$ cat src/rtl/prng_pkg.sv
// Shared types and default constants for the PRNG stream generator.
package prng_pkg;

  typedef enum logic [1:0] {
    IDLE = 2'd0,
    GEN  = 2'd1,
    HOLD = 2'd2,
    DONE = 2'd3
  } prng_state_t;

  localparam logic [15:0] PRNG_DEF_TAPS = 16'hB400;
  localparam logic [15:0] PRNG_DEF_SEED = 16'hACE1;

endpackage

$ cat src/rtl/prng_lfsr_core.sv
// Fibonacci LFSR with seed load and single-step advance; chunk is the pre-shift low bits.
// Optional PRNG_ZERO_GUARD_EN replaces an all-zero seed/state with DEFAULT_SEED.
module prng_lfsr_core #(
  parameter int                LFSR_W       = 16,
  parameter logic [LFSR_W-1:0] TAPS         = LFSR_W'(16'hB400),
  parameter logic [LFSR_W-1:0] DEFAULT_SEED = LFSR_W'(16'hACE1),
  parameter int                CHUNK_W      = 4
) (
  input  logic               clk,
  input  logic               rst,
  input  logic               load,
  input  logic [LFSR_W-1:0]  seed,
  input  logic               adv,
  output logic [CHUNK_W-1:0] chunk
);

  logic [LFSR_W-1:0] lfsr;
  logic [LFSR_W-1:0] cur;
  logic [LFSR_W-1:0] load_val;
  logic              fb;

`ifdef PRNG_ZERO_GUARD_EN
  assign cur      = (lfsr == '0) ? DEFAULT_SEED : lfsr;
  assign load_val = (seed == '0) ? DEFAULT_SEED : seed;
`else
  assign cur      = lfsr;
  assign load_val = seed;
`endif

  assign fb    = ^(cur & TAPS);
  assign chunk = cur[CHUNK_W-1:0];

  always_ff @(posedge clk) begin
    if (rst) begin
      lfsr <= DEFAULT_SEED;
    end else if (load) begin
      lfsr <= load_val;
    end else if (adv) begin
      lfsr <= {cur[LFSR_W-2:0], fb};
    end
  end

endmodule

$ cat src/rtl/prng_stream_gen.sv
// Packs CHUNK_W LFSR bits per step into OUT_W words and streams word_count words, then pulses done.
// Build option PRNG_ZERO_GUARD_EN enables the all-zero seed/state guard in the LFSR core.
module prng_stream_gen
  import prng_pkg::*;
#(
  parameter int                LFSR_W       = 16,
  parameter logic [LFSR_W-1:0] TAPS         = LFSR_W'(PRNG_DEF_TAPS),
  parameter logic [LFSR_W-1:0] DEFAULT_SEED = LFSR_W'(PRNG_DEF_SEED),
  parameter int                CHUNK_W      = 4,
  parameter int                OUT_W        = 16,
  parameter int                CNT_W        = 8
) (
  input  logic              clk,
  input  logic              rst,
  input  logic              en,
  input  logic              start,
  input  logic              loadseed,
  input  logic [LFSR_W-1:0] seed,
  input  logic [CNT_W-1:0]  word_count,
  output logic [OUT_W-1:0]  out_data,
  output logic              out_valid,
  input  logic              out_ready,
  output logic              busy,
  output logic              done
);

  localparam int STEPS = OUT_W / CHUNK_W;
  localparam int SCW   = (STEPS > 1) ? $clog2(STEPS) : 1;

  prng_state_t        state_q, state_d;
  logic [SCW-1:0]     step_cnt;
  logic [CNT_W-1:0]   remaining;
  logic [OUT_W-1:0]   acc, acc_next;
  logic [CHUNK_W-1:0] chunk;
  logic               adv, fire, last_step;

  prng_lfsr_core #(
    .LFSR_W      (LFSR_W),
    .TAPS        (TAPS),
    .DEFAULT_SEED(DEFAULT_SEED),
    .CHUNK_W     (CHUNK_W)
  ) u_core (
    .clk  (clk),
    .rst  (rst),
    .load (loadseed),
    .seed (seed),
    .adv  (adv),
    .chunk(chunk)
  );

  assign acc_next  = (acc << CHUNK_W) | OUT_W'(chunk);
  assign last_step = (step_cnt == SCW'(STEPS - 1));
  assign busy      = (state_q != IDLE);
  assign done      = (state_q == DONE);

  always_comb begin
    state_d = state_q;
    adv     = 1'b0;
    fire    = 1'b0;
    if (en) begin
      case (state_q)
        IDLE: if (start) state_d = (word_count == '0) ? DONE : GEN;
        GEN: begin
          adv = 1'b1;
          if (last_step) state_d = HOLD;
        end
        HOLD: if (out_valid && out_ready) begin
          fire    = 1'b1;
          state_d = (remaining == CNT_W'(1)) ? DONE : GEN;
        end
        DONE:    state_d = IDLE;
        default: state_d = IDLE;
      endcase
    end
  end

  always_ff @(posedge clk) begin
    if (rst || loadseed) state_q <= IDLE;
    else                 state_q <= state_d;
  end

  // out_data is left untouched by loadseed; it only changes when a new word completes.
  always_ff @(posedge clk) begin
    if (rst) begin
      acc       <= '0;
      step_cnt  <= '0;
      remaining <= '0;
      out_data  <= '0;
      out_valid <= 1'b0;
    end else if (loadseed) begin
      acc       <= '0;
      step_cnt  <= '0;
      remaining <= '0;
      out_valid <= 1'b0;
    end else if (en) begin
      if (state_q == IDLE && start) begin
        remaining <= word_count;
        acc       <= '0;
        step_cnt  <= '0;
      end
      if (adv) begin
        acc <= acc_next;
        if (last_step) begin
          out_data  <= acc_next;
          out_valid <= 1'b1;
          step_cnt  <= '0;
        end else begin
          step_cnt <= step_cnt + 1'b1;
        end
      end
      if (fire) begin
        out_valid <= 1'b0;
        remaining <= remaining - 1'b1;
      end
    end
  end

endmodule
$ cat config.mk
export PLATFORM = sky130hd
export DESIGN_NAME = prng_stream_gen
export DESIGN_NICKNAME = d
export VERILOG_FILES = /design/src/rtl/prng_pkg.sv /design/src/rtl/prng_lfsr_core.sv /design/src/rtl/prng_stream_gen.sv
export SDC_FILE = /design/constraint.sdc
export NUM_CORES = 1
export LEC_CHECK = 0
export CORE_UTILIZATION = 40
export CTS_BUF_LIST = sky130_fd_sc_hd__clkbuf_8
export DETAILED_ROUTE_END_ITERATION = 12
export SYNTH_ARGS = -nofsm -noshare
export SYNTH_HDL_FRONTEND = slang
export SYNTH_HIERARCHICAL = 1
export SYNTH_SLANG_ARGS = --single-unit
$ cat constraint.sdc
create_clock -name clk -period 2.65 [get_ports clk]
set_input_delay 0.265 -clock clk [delete_from_list [all_inputs] [get_ports clk]]
set_output_delay 0.265 -clock clk [all_outputs]
set_load 0.1 [all_outputs]
==> Yosys cells after proc, flatten, opt, wreduce, memory -nomap -nowiden <==
Cells that the tools add are included.
Widths: inputs -> output; s select.
{ "classes": {"add_sub_neg": 2, "n_eq_ne": 8, "n_mux": 23, "bitwise_logic": 2, "n_reduce_logical": 18} }
{ "ops": {"columns": ["op", "count"], "rows": [
  ["$mux 16", 2],
  ["$mux 12", 2],
  ["$mux 2", 8],
  ["$mux 8", 2],
  ["$or 16x4->16", 1],
  ["$reduce_xor 16->1", 1],
  ["$reduce_bool 2->1", 6],
  ["$eq 8x1->1 const B", 1],
  ["$logic_not 8->1", 1],
  ["$mux 1", 8],
  ["$pmux 2 s4", 1],
  ["$reduce_and 4->1", 2],
  ["$sub 8x1->8 const B", 1],
  ["$eq 2x2->1 const B", 3],
  ["$ne 2x2->1 const B", 3],
  ["$reduce_and 2->1", 2],
  ["$reduce_and 3->1", 1],
  ["$add 2x1->2 const B", 1],
  ["$eq 2x1->1 const B", 1],
  ["$logic_and 1x1->1", 2],
  ["$logic_not 2->1", 1],
  ["$reduce_or 2->1", 1],
  ["$logic_or 1x1->1", 1],
  ["$not 1->1", 1]
]} }
{ "totals": {"register_bits": 57, "in_bits": 30, "out_inout_bits": 19, "word_cells": 60} }

==> Longest topological paths before layout <==
{ "logic_depth": {"word_depth": 6, "depth_mapped": 9} }

==> Modules after synthesis <==
Netlist, hierarchy kept.
{ "by_module_without_submodules": {"columns": ["module", "n_inst", "cells_each", "area_each_um2", "seq_area_each_um2"], "rows": [
  ["prng_stream_gen", 1, 199, 1749.2, 820.8],
  ["prng_lfsr_core", 1, 78, 890.9, 320.3]
]} }

==> Worst setup path before layout <==
Ideal clock, no wire load.
{ "synth_path": {"path_type": "flip-flop to flip-flop", "startpoint": "register out_valid", "endpoint": "register remaining[4]", "setup_time_ns": 0.132, "arrival_time_ns": 1.893, "setup_slack_ns": 0.624, "stages_incl_launch_ff": 5, "path_buffers": 0, "path_cell_list": "dfxtp_1 nand3_2 or3_4 o311ai_1 a21oi_1"} }
{ "synth_via": {"elab_chain_len": 6, "word_cells_on_any_way": 7, "classes_between": "4 x mux; 3 x reduce/logical"} }
{ "synth_rtl": {"columns": ["item", "line_no", "text"], "rows": [
  ["from (decl)", "prng_stream_gen.sv:21", "output logic out_valid,"],
  ["from (signal assigned)", "prng_stream_gen.sv:89", "out_valid <= 1'b0;"],
  ["from (signal assigned)", "prng_stream_gen.sv:94", "out_valid <= 1'b0;"],
  ["from (signal assigned)", "prng_stream_gen.sv:105", "out_valid <= 1'b1;"],
  ["$logic_and 1x1->1 (*)", "prng_stream_gen.sv:67", "HOLD: if (out_valid && out_ready) begin"],
  ["$mux 1 (*)", "prng_stream_gen.sv:67", null],
  ["$mux 1 (*)", "prng_stream_gen.sv:61", "case (state_q)"],
  ["$mux 1 (*)", "prng_stream_gen.sv:60", "if (en) begin"],
  ["$reduce_bool 2->1 (no line)", null, null],
  ["$reduce_and 2->1 (no line)", null, null],
  ["to (signal assigned)", "prng_stream_gen.sv:97", "remaining <= word_count;"],
  ["to (signal assigned)", "prng_stream_gen.sv:113", "remaining <= remaining - 1'b1;"],
  ["to (decl)", "prng_stream_gen.sv:32", "logic [CNT_W-1:0] remaining;"]
]} }
Mark *: on every way between the ends. The rest lies on a longest branch, timed or not.
A chain may end at the register's enable or synchronous reset.

==> Worst setup path after layout <==
{ "layout_path": {"startpoint": "input en", "endpoint": "register u_core.lfsr[15] (netlist: u_core/cur[15])"} }
{ "layout_via": {"elab_chain_len": 2} }
{ "layout_rtl": {"columns": ["item", "line_no", "text"], "rows": [
  ["from (decl)", "prng_stream_gen.sv:15", "input logic en,"],
  ["$mux 1", "prng_stream_gen.sv:60", null],
  ["$reduce_bool 2->1 (no line)", null, null],
  ["to (signal assigned)", "prng_lfsr_core.sv:37", "lfsr <= load_val;"],
  ["to (signal assigned)", "prng_lfsr_core.sv:39", "lfsr <= {cur[LFSR_W-2:0], fb};"],
  ["to (decl)", "prng_lfsr_core.sv:17", "logic [LFSR_W-1:0] lfsr;"]
]} }
No other way between the ends.

==> flow_summary.ini <==
[timing]
finalMaxSlewViolations = 0
worstMarginPinSlew_ns = 0.6024
grt_setup_unrepaired = false
hold_viol = 0
max_slew_margin_pct = 59.80
fin_setup_tns_ns = 0
setup_violations = 0
finClkSkew_ns = 0.006451
fin_crit_sh_pct = 68.76
max_freq_ghz = 0.5488
final.min_clock_period_ns = 1.822
timing.hold.ws_ns = 0.4568

[global_routing]
track_usage_pct = 17.15
grt_pass1_vias = 1982
grt_pass1_wl_um = 9397
antenna_found_initial = 0
grt_max_degree = 35
overflow = 0

[cells_and_area]
n_antenna_cell = 0
final_cell_count_no_fill = 398
seq_area_mm2 = 0.001141
nets = 350
multiInputGateArea_mm2 = 0.001324
final_layout_size_suffix_gt1_share_pct = 21.18
fill_cells = 616
syn_to_final_growth_pct = 24.03

[routing]
ant_nets = 0
vias = 2077
post_drt_via_cell_ratio = 5.219
drc = 0
routed_wl_um = 5443
first_iter_violations = 126
first_pass_iters = 5
post_drt_wl_per_cell_um = 13.68

[worst_hold_path]
holdCritPathClass = register to register
min_path_cells = 2

[power]
combPwrFrac_pct = 8.7
power_density_mw_per_mm2 = 622.0
p_sw_share_pct = 21.87
p_int_mw = 1.591
ir_worst_vdd_uv = 293.9
power_switching_uw = 445.5
pwr-share-seq_pct = 43.9
leakagePower_nw = 1.219
power.share.clock_pct = 47.4

[cts]
ctsLongestPathBuffers = 2
cts_tree = built
numCtsBuffers = 9
ctsHoldBuffers = 0
clock_latency_ns = 0.34
cts_num_sinks = 57
clkTransAtPathRegs_ns = 0.07
post_cts_buffers = 0
h-tree-depth = 3
clock_tree.root_cell = clkbuf_8
cts_resized = 0

[logic_synthesis]
synth_edf_count = 0
synth.avg_cell_area_um2 = 9.531
synthFlopType = dfxtp_1
synthArstFlopShare_pct = 0
syn_area_mm2 = 0.002640
synth_nets = 310
yosysUniqueCellTypes = 52
ys_warn_count = 6
synth_seq_cells = 57
syn_inst = 277
synth_seq_area_share_pct = 43.22

[floorplanning]
io_pins = 49
num_rows = 29
dieHeight_um = 83.24
die_x_um = 83.24
dieArea_mm2 = 0.006929
start_util_pct = 41.58
core_area_mm2 = 0.006350

[setup_path]
cp-end-kind = register
r2r_cells = 5
crit_type = input port to register
cp.required_ns = 2.88
crit_arrival_ns = 2.05
critPathMaxFanout = 33
cp-start-kind = input port

[placement]
gp_congestion = 0.8558
dp_cells = 383
dp_hpwl_um = 3603
io_buffers = 48

[status]
status = finished clean

[flow_run]
cap_viol_max_count = 0
## cell usage in the layout (no fill, tap or decap), types with 8 or more instances in the layout
master / netlist / final
nor2_1: 29 / 29
mux2i_1: 16 / 16
clkdlybuf4s50_1: 0 / 29
nand2_1: 34 / 34
a22oi_1: 17 / 17
clkbuf_8: 0 / 9
mux2_4: 8 / 8
dfxtp_1: 57 / 57
buf_4: 6 / 23
a21oi_1: 24 / 24
## area by class of cell
cell class	count	share of cell area, %
multi-input cells	192	40.43
flip-flops and latches	57	34.85
repair buffers	52	14.14
clock buffers	9	3.783
clock inverters	6	3.286
well taps	77	2.942
inverters	5	0.5732
## power by group through the flow
| stage | Sequential, mW | Combinational, mW | Clock [mW] |
|---|---|---|---|
| finish | 0.894 | 0.177 | 0.965 |
| global route | 0.897 | 0.193 | 1.03 |
| CTS | 0.894 | 0.178 | 0.979 |
| detailed placement | 0.914 | 0.177 | 0 |
| global placement | 0.914 | 0.176 | 0 |
| floorplan | 0.906 | 0.124 | 0 |
## Yosys cell counts (3+ instances only)
master / count / area (um^2)
mux2_2: 7 / 78.83
dfxtp_1: 57 / 1141
buf_6: 3 / 33.78
nand2b_1: 7 / 43.79
a22oi_1: 17 / 127.6
nor3_1: 3 / 15.01
nand3_1: 3 / 15.01
mux2_4: 8 / 120.1
buf_2: 7 / 35.03
a21oi_1: 24 / 120.1
inv_1: 5 / 18.77
clkbuf_1: 6 / 22.52
nand2_1: 34 / 127.6
ha_1: 3 / 37.54
nor2_1: 29 / 108.9
o211ai_1: 3 / 22.52
mux2i_1: 16 / 160.2
buf_4: 6 / 45.04
## through the flow
| stage | setup WS (ns) | util, % | instance area [um^2] | total power, mW |
|---|---|---|---|---|
| after global routing | 0.7153 | 51.57 | 3274 | 2.117 |
| after CTS | 0.8418 | 51.57 | 3274 | 2.052 |
| after detailed placement | 0.4971 | 47.92 | 3043 | 1.091 |
| after floorplan | 0.6244 | - | 2640 | 1.030 |
| after global placement | 0.5161 | 47.92 | 3043 | 1.089 |
| final | 0.8278 | 51.57 | 3274 | 2.037 |
## critical path: stages
cell             delay, ns
clkdlybuf4s50_1       0.61
and3b_1               0.20
buf_4                 0.38
mux2_2                0.39
mux2i_1               0.12
nand2b_1              0.06
## metal layers
metal  GRT usage (%)  share of wire [%]  vias to the layer above
met1           23.46                 50                      946
met2           24.52                 42                       66
met5               0                  0                        -
met3           4.076                5.5                       11
met4           9.875                2.3                        0
li1                -                  -                     1054
## registers in the layout, summed over array words and instances, names as in the netlist
register	cells
state_q	2
step_cnt	2
out_valid	1
remaining	8
out_data	16
u_core/cur	16
acc	12
## path summary, 6_finish.rpt
| kind | start | endpoint | slack (ns) |
|---|---|---|---|
| setup / recovery | en | u_core/cur[15] | 0.83 |
| hold / removal | out_data[3] | out_data[3] | 0.46 |
| setup reg to reg | state_q[0] | u_core/cur[15] | 0.87 |
| hold reg to reg | out_data[3] | out_data[3] | 0.46 |
## kinds of logic after synthesis
group | after synthesis | synth area share, %
AOI/OAI and AO/OA | 54 | 13.89
xor gates and xnor gates | 3 | 0.9954
adders and majority gates | 3 | 1.422
buffers and inverters | 28 | 6.635
DFF | 57 | 43.22
muxes | 31 | 13.60
and+or+nand+nor | 101 | 20.24
(Power assumes the default switching activity.)
